## config.mk

```make
export PLATFORM = sky130hd
export DESIGN_NAME = sha3_pad_stream
export DESIGN_NICKNAME = d
export VERILOG_FILES = /design/src/rtl/sha3_pad_stream.sv
export SDC_FILE = /design/constraint.sdc
export NUM_CORES = 1
export LEC_CHECK = 0
export ABC_AREA = 1
export BUFFER_PORTS_ARGS = -buffer_cell sky130_fd_sc_hd__clkbuf_2
export CAP_MARGIN = 15
export CORE_MARGIN = 3
export CORE_UTILIZATION = 54
export DETAILED_ROUTE_END_ITERATION = 10
export PLACE_DENSITY = 0.82
export SLEW_MARGIN = 15
export SYNTH_ARGS = -nofsm -noshare
export SYNTH_HDL_FRONTEND = slang
export SYNTH_SLANG_ARGS = --single-unit
```

## constraint.sdc

```tcl
create_clock -name ACLK -period 2.31 [get_ports ACLK]
set_input_delay 0.1155 -clock ACLK [delete_from_list [all_inputs] [get_ports ACLK]]
set_output_delay 0.1155 -clock ACLK [all_outputs]
set_load 0.05 [all_outputs]
```

## src/rtl/sha3_pad_stream.sv

```systemverilog
// SHA3 domain padder: turns a byte-granular AXI-Stream message into rate-sized padded blocks.
// Optional `SHA3_PAD_LEN_CNT_EN adds a MSG_BYTES message length counter output.
module sha3_pad_stream #(
  parameter int WIDTH = 16
) (
  input  logic               ACLK,
  input  logic               ARESET,
  input  logic [WIDTH-1:0]   S_TDATA,
  input  logic [WIDTH/8-1:0] S_TKEEP,
  input  logic               S_TVALID,
  output logic               S_TREADY,
  input  logic               S_TLAST,
  input  logic [1:0]         S_TUSER,
  output logic [WIDTH-1:0]   M_TDATA,
  output logic               M_TVALID,
  input  logic               M_TREADY,
  output logic               M_TLAST,
  output logic               M_TID,
  output logic [1:0]         M_TUSER
`ifdef SHA3_PAD_LEN_CNT_EN
  ,output logic [31:0]       MSG_BYTES
`endif
);

  localparam int LANES = WIDTH / 8;

  typedef enum logic [1:0] {IDLE, PASS, PAD_START, PAD} state_t;

  state_t           state_q, state_d;
  logic [7:0]       wc_q, wc_d;
  logic [1:0]       mode_q, mode_d;
  logic             out_valid_q, out_valid_d;
  logic [WIDTH-1:0] out_data_q, out_data_d;
  logic             out_last_q, out_last_d;
  logic             out_id_q, out_id_d;
  logic [1:0]       out_user_q, out_user_d;

  logic       load;
  logic       s_ready;
  logic [1:0] cur_mode;
  logic       at_end;
  int         k;

  function automatic logic [7:0] rate_m1(input logic [1:0] mode);
    case (mode)
      2'd0:    return 8'(1152 / WIDTH - 1);
      2'd1:    return 8'(1088 / WIDTH - 1);
      2'd2:    return 8'(832 / WIDTH - 1);
      default: return 8'(576 / WIDTH - 1);
    endcase
  endfunction

  // Lanes below k keep data, lane k gets the 0x06 domain byte, final lane may take the 0x80 pad end.
  function automatic logic [WIDTH-1:0] pad_word(input logic [WIDTH-1:0] data, input int kk,
                                                input logic fin);
    logic [WIDTH-1:0] w;
    w = '0;
    for (int i = 0; i < LANES; i++) begin
      if (i < kk)       w[WIDTH-1-8*i -: 8] = data[WIDTH-1-8*i -: 8];
      else if (i == kk) w[WIDTH-1-8*i -: 8] = 8'h06;
    end
    if (fin) w[7:0] = w[7:0] | 8'h80;
    return w;
  endfunction

  assign load     = !out_valid_q || M_TREADY;
  assign s_ready  = (state_q == IDLE || state_q == PASS) && load && !ARESET;
  assign cur_mode = (state_q == IDLE) ? S_TUSER : mode_q;
  assign at_end   = (wc_q == rate_m1(cur_mode));

  // NOTE: every always_comb output gets a default first, so no path can infer a latch.
  always_comb begin
    k = 0;
    for (int i = 0; i < LANES; i++) begin
      if (S_TKEEP[i]) k = k + 1;
    end
  end

  always_comb begin
    state_d     = state_q;
    wc_d        = wc_q;
    mode_d      = mode_q;
    out_valid_d = out_valid_q;
    out_data_d  = out_data_q;
    out_last_d  = out_last_q;
    out_id_d    = out_id_q;
    out_user_d  = out_user_q;

    if (load) begin
      out_valid_d = 1'b0;
      case (state_q)
        IDLE, PASS: begin
          if (S_TVALID) begin
            out_valid_d = 1'b1;
            out_user_d  = cur_mode;
            mode_d      = cur_mode;
            out_id_d    = 1'b0;
            if (!S_TLAST || k == LANES) begin
              out_data_d = S_TDATA;
              out_last_d = at_end;
              wc_d       = at_end ? 8'd0 : wc_q + 8'd1;
              state_d    = S_TLAST ? PAD_START : PASS;
            end else begin
              out_data_d = pad_word(S_TDATA, k, at_end);
              out_last_d = at_end;
              out_id_d   = at_end;
              wc_d       = at_end ? 8'd0 : wc_q + 8'd1;
              state_d    = at_end ? IDLE : PAD;
            end
          end
        end
        PAD_START, PAD: begin
          out_valid_d = 1'b1;
          out_data_d  = pad_word('0, (state_q == PAD_START) ? 0 : LANES, at_end);
          out_last_d  = at_end;
          out_id_d    = at_end;
          wc_d        = at_end ? 8'd0 : wc_q + 8'd1;
          state_d     = at_end ? IDLE : PAD;
        end
        default: state_d = IDLE;
      endcase
    end
  end

  // NOTE: sequential state uses non-blocking assignments only, so all flops update together.
  always_ff @(posedge ACLK or posedge ARESET) begin
    if (ARESET) begin
      state_q     <= IDLE;
      wc_q        <= '0;
      mode_q      <= '0;
      out_valid_q <= 1'b0;
      out_data_q  <= '0;
      out_last_q  <= 1'b0;
      out_id_q    <= 1'b0;
      out_user_q  <= '0;
    end else begin
      state_q     <= state_d;
      wc_q        <= wc_d;
      mode_q      <= mode_d;
      out_valid_q <= out_valid_d;
      out_data_q  <= out_data_d;
      out_last_q  <= out_last_d;
      out_id_q    <= out_id_d;
      out_user_q  <= out_user_d;
    end
  end

`ifdef SHA3_PAD_LEN_CNT_EN
  logic [31:0] msg_bytes_q, msg_bytes_d;

  always_comb begin
    msg_bytes_d = msg_bytes_q;
    if (S_TVALID && s_ready) begin
      msg_bytes_d = (state_q == IDLE) ? 32'(k) : msg_bytes_q + 32'(k);
    end
  end

  always_ff @(posedge ACLK or posedge ARESET) begin
    if (ARESET) msg_bytes_q <= '0;
    else        msg_bytes_q <= msg_bytes_d;
  end

  assign MSG_BYTES = msg_bytes_q;
`endif

  assign S_TREADY = s_ready;
  assign M_TVALID = out_valid_q;
  assign M_TDATA  = out_data_q;
  assign M_TLAST  = out_last_q;
  assign M_TID    = out_id_q;
  assign M_TUSER  = out_user_q;

endmodule

```

======== Word level (Yosys, flattened, before mapping) ========
Cells that the tools add are included.
storage, ports and cells
  flip-flop bits (word level) ............. 31
  bits in latches ......................... 0
  bits in writable memories ............... 0
  bits in read-only memories .............. 0
  input port bits ......................... 25
  output and inout port bits .............. 22
  logic and storage cells ................. 72
  memories kept ........................... 0
cells by class
  add/sub/neg operators ................... 2
  multipliers ............................. 0
  div/mod/pow operators ................... 0
  $lt $le $gt $ge ......................... 4
  equality and inequality tests ........... 10
  shift-type cells ........................ 0
  mux-type cells .......................... 33
  bitwise operators ....................... 0
  reductions and logical operators ........ 16
operator list
  kind                     count
  $logic_not A32 Y1        2
  $mux W8                  6
  $add A32 B2 Y32 const B  1
  $eq A2 B32 Y1 const A    1
  $eq A32 B3 Y1 const B    1
  $lt A1 B32 Y1 const A    1
  $lt A2 B32 Y1 const A    1
  $mux W16                 2
  $mux W32                 1
  $pmux W16 S2             1
  $pmux W7 S3              1
  $mux W3                  6
  $pmux W8 S2              1
  $mux W2                  6
  $add A8 B1 Y8 const B    1
  $eq A8 B8 Y1             1
  $eq A2 B2 Y1 const B     3
  $pmux W1 S2              3
  $mux W1                  5
  $eq A2 B1 Y1 const B     2
  $logic_not A2 Y1         2
  $lt A1 B2 Y1 const A     2
  $pmux W2 S2              1
  $reduce_or A2 Y1         2
  7 further kinds          12

======== Depth between registers and ports, before layout ========
  depth in word-level cells ............... 10
  depth in mapped cells ................... 10
  mapped depth without buffers ............ 10

======== Worst setup path before layout ========
OpenSTA, ideal clock, no wires.
  path kind ............................... reg2out
  from .................................... reg out_valid_q, in the netlist M_TVALID
  to ...................................... out S_TREADY
  arrival time ............................ 1.442 ns
  path slack .............................. 0.752 ns
  stages on the path, launching flop included .. 4
  path buffers ............................ 0
  cells stage by stage .................... dfrtp_1 > nand2_1 > nand2_1 > nor2_1
between the ends
  word-level cells in the longest chain between the ends .. 4
RTL lines
  what                               RTL line  RTL
  start, declared                    32        logic out_valid_q, out_valid_d;
  start signal, assigned             140       out_valid_q <= out_valid_d;
  $logic_not A1 Y1                   66        assign load = !out_valid_q || M_TREADY;
  $logic_or A1 B1 Y1                 66
  $logic_and A1 B1 Y1 (2 in series)  67        assign s_ready = (state_q == IDLE || state_q == PASS) && load && !ARESET;
  end, declared                      11        output logic S_TREADY,
Every way passes these cells.

======== Final worst setup path ========
  from .................................... reg state_q[1]
  to ...................................... reg out_data_q[7], in the netlist M_TDATA[7]
between the ends
  word-level cells in the longest chain between the ends .. 9
RTL lines
  what                                  RTL line  RTL
  start, declared                       29        state_t state_q, state_d;
  start signal, assigned                137       state_q <= state_d;
  $logic_not A2 Y1                      68, 91
  $mux W2                               68        assign cur_mode = (state_q == IDLE) ? S_TUSER : mode_q;
  $eq A2 B2 Y1 (tied with other cells)  45        case (mode)
  $pmux W7 S3                           45
  $eq A8 B8 Y1                          69        assign at_end = (wc_q == rate_m1(cur_mode));
  $mux W8                               62        if (fin) w[7:0] = w[7:0] | 8'h80;
  $mux W16                              98        if (!S_TLAST || k == LANES) begin
  $mux W16                              93        if (S_TVALID) begin
  $pmux W16 S2                          91        case (state_q)
  end signal, assigned                  141       out_data_q <= out_data_d;
  end, declared                         33        logic [WIDTH-1:0] out_data_q, out_data_d;
Parallel ways exist; a longest one is shown, timed or not. The select of a mux whose other input is x is not followed.
A chain may end at the register's enable or synchronous reset.

==> results.md <==
* CP Max Fanout at 9
* Clk_skew at 9.58 ps
* Hold depth at 3
* Cell variety after synth at 21
* Initial Util at 58.9%
* Most common cell on crit path: nand2_1
* Via density at 4.96
* Max-slew violations at 0
* Die area at 3500 um2
* Top cells by area, synth: dfrtp_1 (51%), nand2_1 (15%), o21ai_0 (7.9%)
* Sequential fraction of the synthesis area at 50.8%
* Syn Area/Cell at 7.83 um2
* WL/cell at 12.1 um
* Worst hold path class: input port to flip-flop
* CP max stage delay at 520 ps
* RSZ-0062 raised after global routing: false
* Die Span X at 59.2 um
* DRC at 0
* Arr. time, crit path at 1970 ps
* Placeable Area at 2590 um2
* Clock slew at reported path FFs at 100 ps
* VDD IR-drop max at 1140 uV
* Total negative setup slack at 0 ps
* Placed Area at 1800 um2
* DRT iter0 DRCs at 54
* FF-to-FF path depth at 6
* First-pass GRT wire length at 5620 um
* Synth Flop Type: dfrtp_1
* Routed WL at 3420 um
* Design Area, Final at 1940 um2
* I/O pin count at 47
* Syn_nets at 223
* DR vias at 1409
* Clock buffer count from CTS at 5
* GRT Overall Usage at 21.7%
* Max transition margin at 59.4%
* CP cell instances: o21ai_1 -> inv_1 -> nand3_2 -> inv_2 -> nand2_1 -> nand2_1
* R2R Setup Slk at 560 ps
* GPL Wtd Cong at 0.868
* Clk root buf: clkbuf_4
* Required time of the critical path at 2530 ps
* Hold WS at 5.85 ps
* Setup WS post-layout at 556 ps
* Bufs and invs on worst path at 2
* Crit path max-delay family: compound AO/OA/AOI/OAI gates
* Worst Hold Launch: S_TDATA[11]
* Number of core rows at 18
* Outcome: finished clean
* CTS resizes at 0
* Min Tclk post-route at 1750 ps
* Final Hold Viols at 0
* Critical path class: flip-flop to flip-flop
* H-tree levels at 2
* Pre-antenna DRT Iters at 4
* Leakage at 0.00111 uW
* Pre-CTS worst setup slack at 576 ps
* Post-Syn Area at 1530 um2
* FMAX at 0.570 GHz
* Top-count cell post-synth: nand2_1
* Worst r2r src: state_q[1]
* P per Cell Area at 1100 nW/um2
* Share of post-route cells with drive strength above 1 at 25.2%
* Period Utilization, post-route at 75.9%
* Clock Path Buffers at 2
* Dominant cell type by area after synthesis: dfrtp_1
* FF+latch count, synth at 31
* Gate Count Post-Synth at 195
* Worst-margin pin slew at 605 ps
* Fillers at 193
* Setup violators final at 0
* Die H at 59.2 um
* Ant diodes at 0
* Detailed Place HPWL at 2410 um
* Final nets at 281
* IO Port Bufs at 46
* Max stage delay cell, worst path: o21ai_1
* Commonest cells post-synth: nand2_1 (60), dfrtp_1 (31), inv_1 (27)
* Initial antenna violation count at 0
* Max-cap violations at 0
* CTS Sinks at 31
* Worst skew pair latency at 330 ps
* Largest net degree at the start of global routing at 32
* Vias in the first global route at 1309
* Area growth syn-to-layout at 27.3%
* Antenna-violating nets left at 0
* Worst R2R End: M_TDATA[7]
* CP Launch Type: flip-flop
* Asr flop ratio synth at 100%
* YS warnings at 0
* GRT overflow at 0
* EDFF count, synth at 0
* Crit end category: flip-flop
* WHS Endpoint: M_TDATA[11]
* CTS tree: done
* Share of Yosys cell area claimed by the top area cell type at 50.8%
[power by group]
group          internal, uW  switching [uW]
clock network           256             195
registers               691             128
logic                   243             622
total                  1190             944
[worst reg2reg max path, cell delays in order, from the launching register on]
cell and delay (ps):
dfrtp_1 440, o21ai_1 520, inv_1 260, nand3_2 240, inv_2 60, nand2_1 70
nand2_1 50
[placed cells by master (no fill, tap or decap), types with 2 or more instances in the layout]
master	n
nand2_1	60
clkbuf_2	46
dfrtp_1	31
inv_1	27
o21ai_0	24
nand3_1	17
nor2_1	10
dlygate4sd3_1	6
a21oi_1	5
clkbuf_4	5
ha_1	3
inv_2	2
nand2_2	2
nor3_1	2
xor2_1	2
buf_4	2
[routing by layer]
metal | vias up | GRT usage [%] | wire, um
li1 | 733 | - | -
met1 | 624 | 27.8 | 1500
met2 | 44 | 33.9 | 1630
met3 | 8 | 6.54 | 210
met4 | 0 | 9.39 | 82
met5 | - | 0 | 0
[worst max-delay path by stage]
stage	startpoint	cells after the start	end	slack, ps
after floorplan	M_TVALID	3	S_TREADY	750
after global placement	state_q[1]	6	M_TDATA[7]	710
after detailed placement	state_q[1]	6	M_TDATA[7]	580
after CTS	state_q[1]	6	M_TDATA[7]	550
after global routing	state_q[1]	6	M_TDATA[7]	330
final	state_q[1]	6	M_TDATA[7]	560
[state kept, by name, indices dropped and copies added (netlist names)]
register / count
M_TDATA: 16
M_TID: 1
M_TLAST: 1
M_TUSER: 2
M_TVALID: 1
state_q: 2
wc_q: 8
[what timing repair did]
action / 4_1_cts / 5_1_grt
buffers inserted: 0 / 0
endpoints found under the hold margin: 36 / 0
hold buffers: 6 / 0
[cell families after synthesis]
group,count (synthesis),synth area share [%]
buffers and inverters,32,7.95
and+or+nand+nor,96,27.2
AOI/OAI and AO/OA,30,9.84
adders and majority gates,3,2.46
DFF,31,50.8
xor gates and xnor gates,3,1.72
[area by class of cell]
cell class / instances / area (um2) / share of cell area, %
clock buffers: 6 / 51.3 / 2.64
clock inverters: 2 / 35.0 / 1.80
inverters: 29 / 109 / 5.60
multi-input cells: 132 / 629 / 32.4
flip-flops and latches: 31 / 776 / 39.9
well taps: 30 / 37.5 / 1.93
repair buffers: 54 / 305 / 15.7
[per-stage QoR]
stage | utilization [%] | std cells | total power, uW
final | 75.0 | 284 | 2130
after global routing | 75.0 | 284 | 2280
after CTS | 75.0 | 284 | 2140
after detailed placement | 69.4 | 270 | 1680
after global placement | 69.4 | 270 | 1670
after floorplan | - | 195 | 1470
Power figures use the tool's default switching activity.
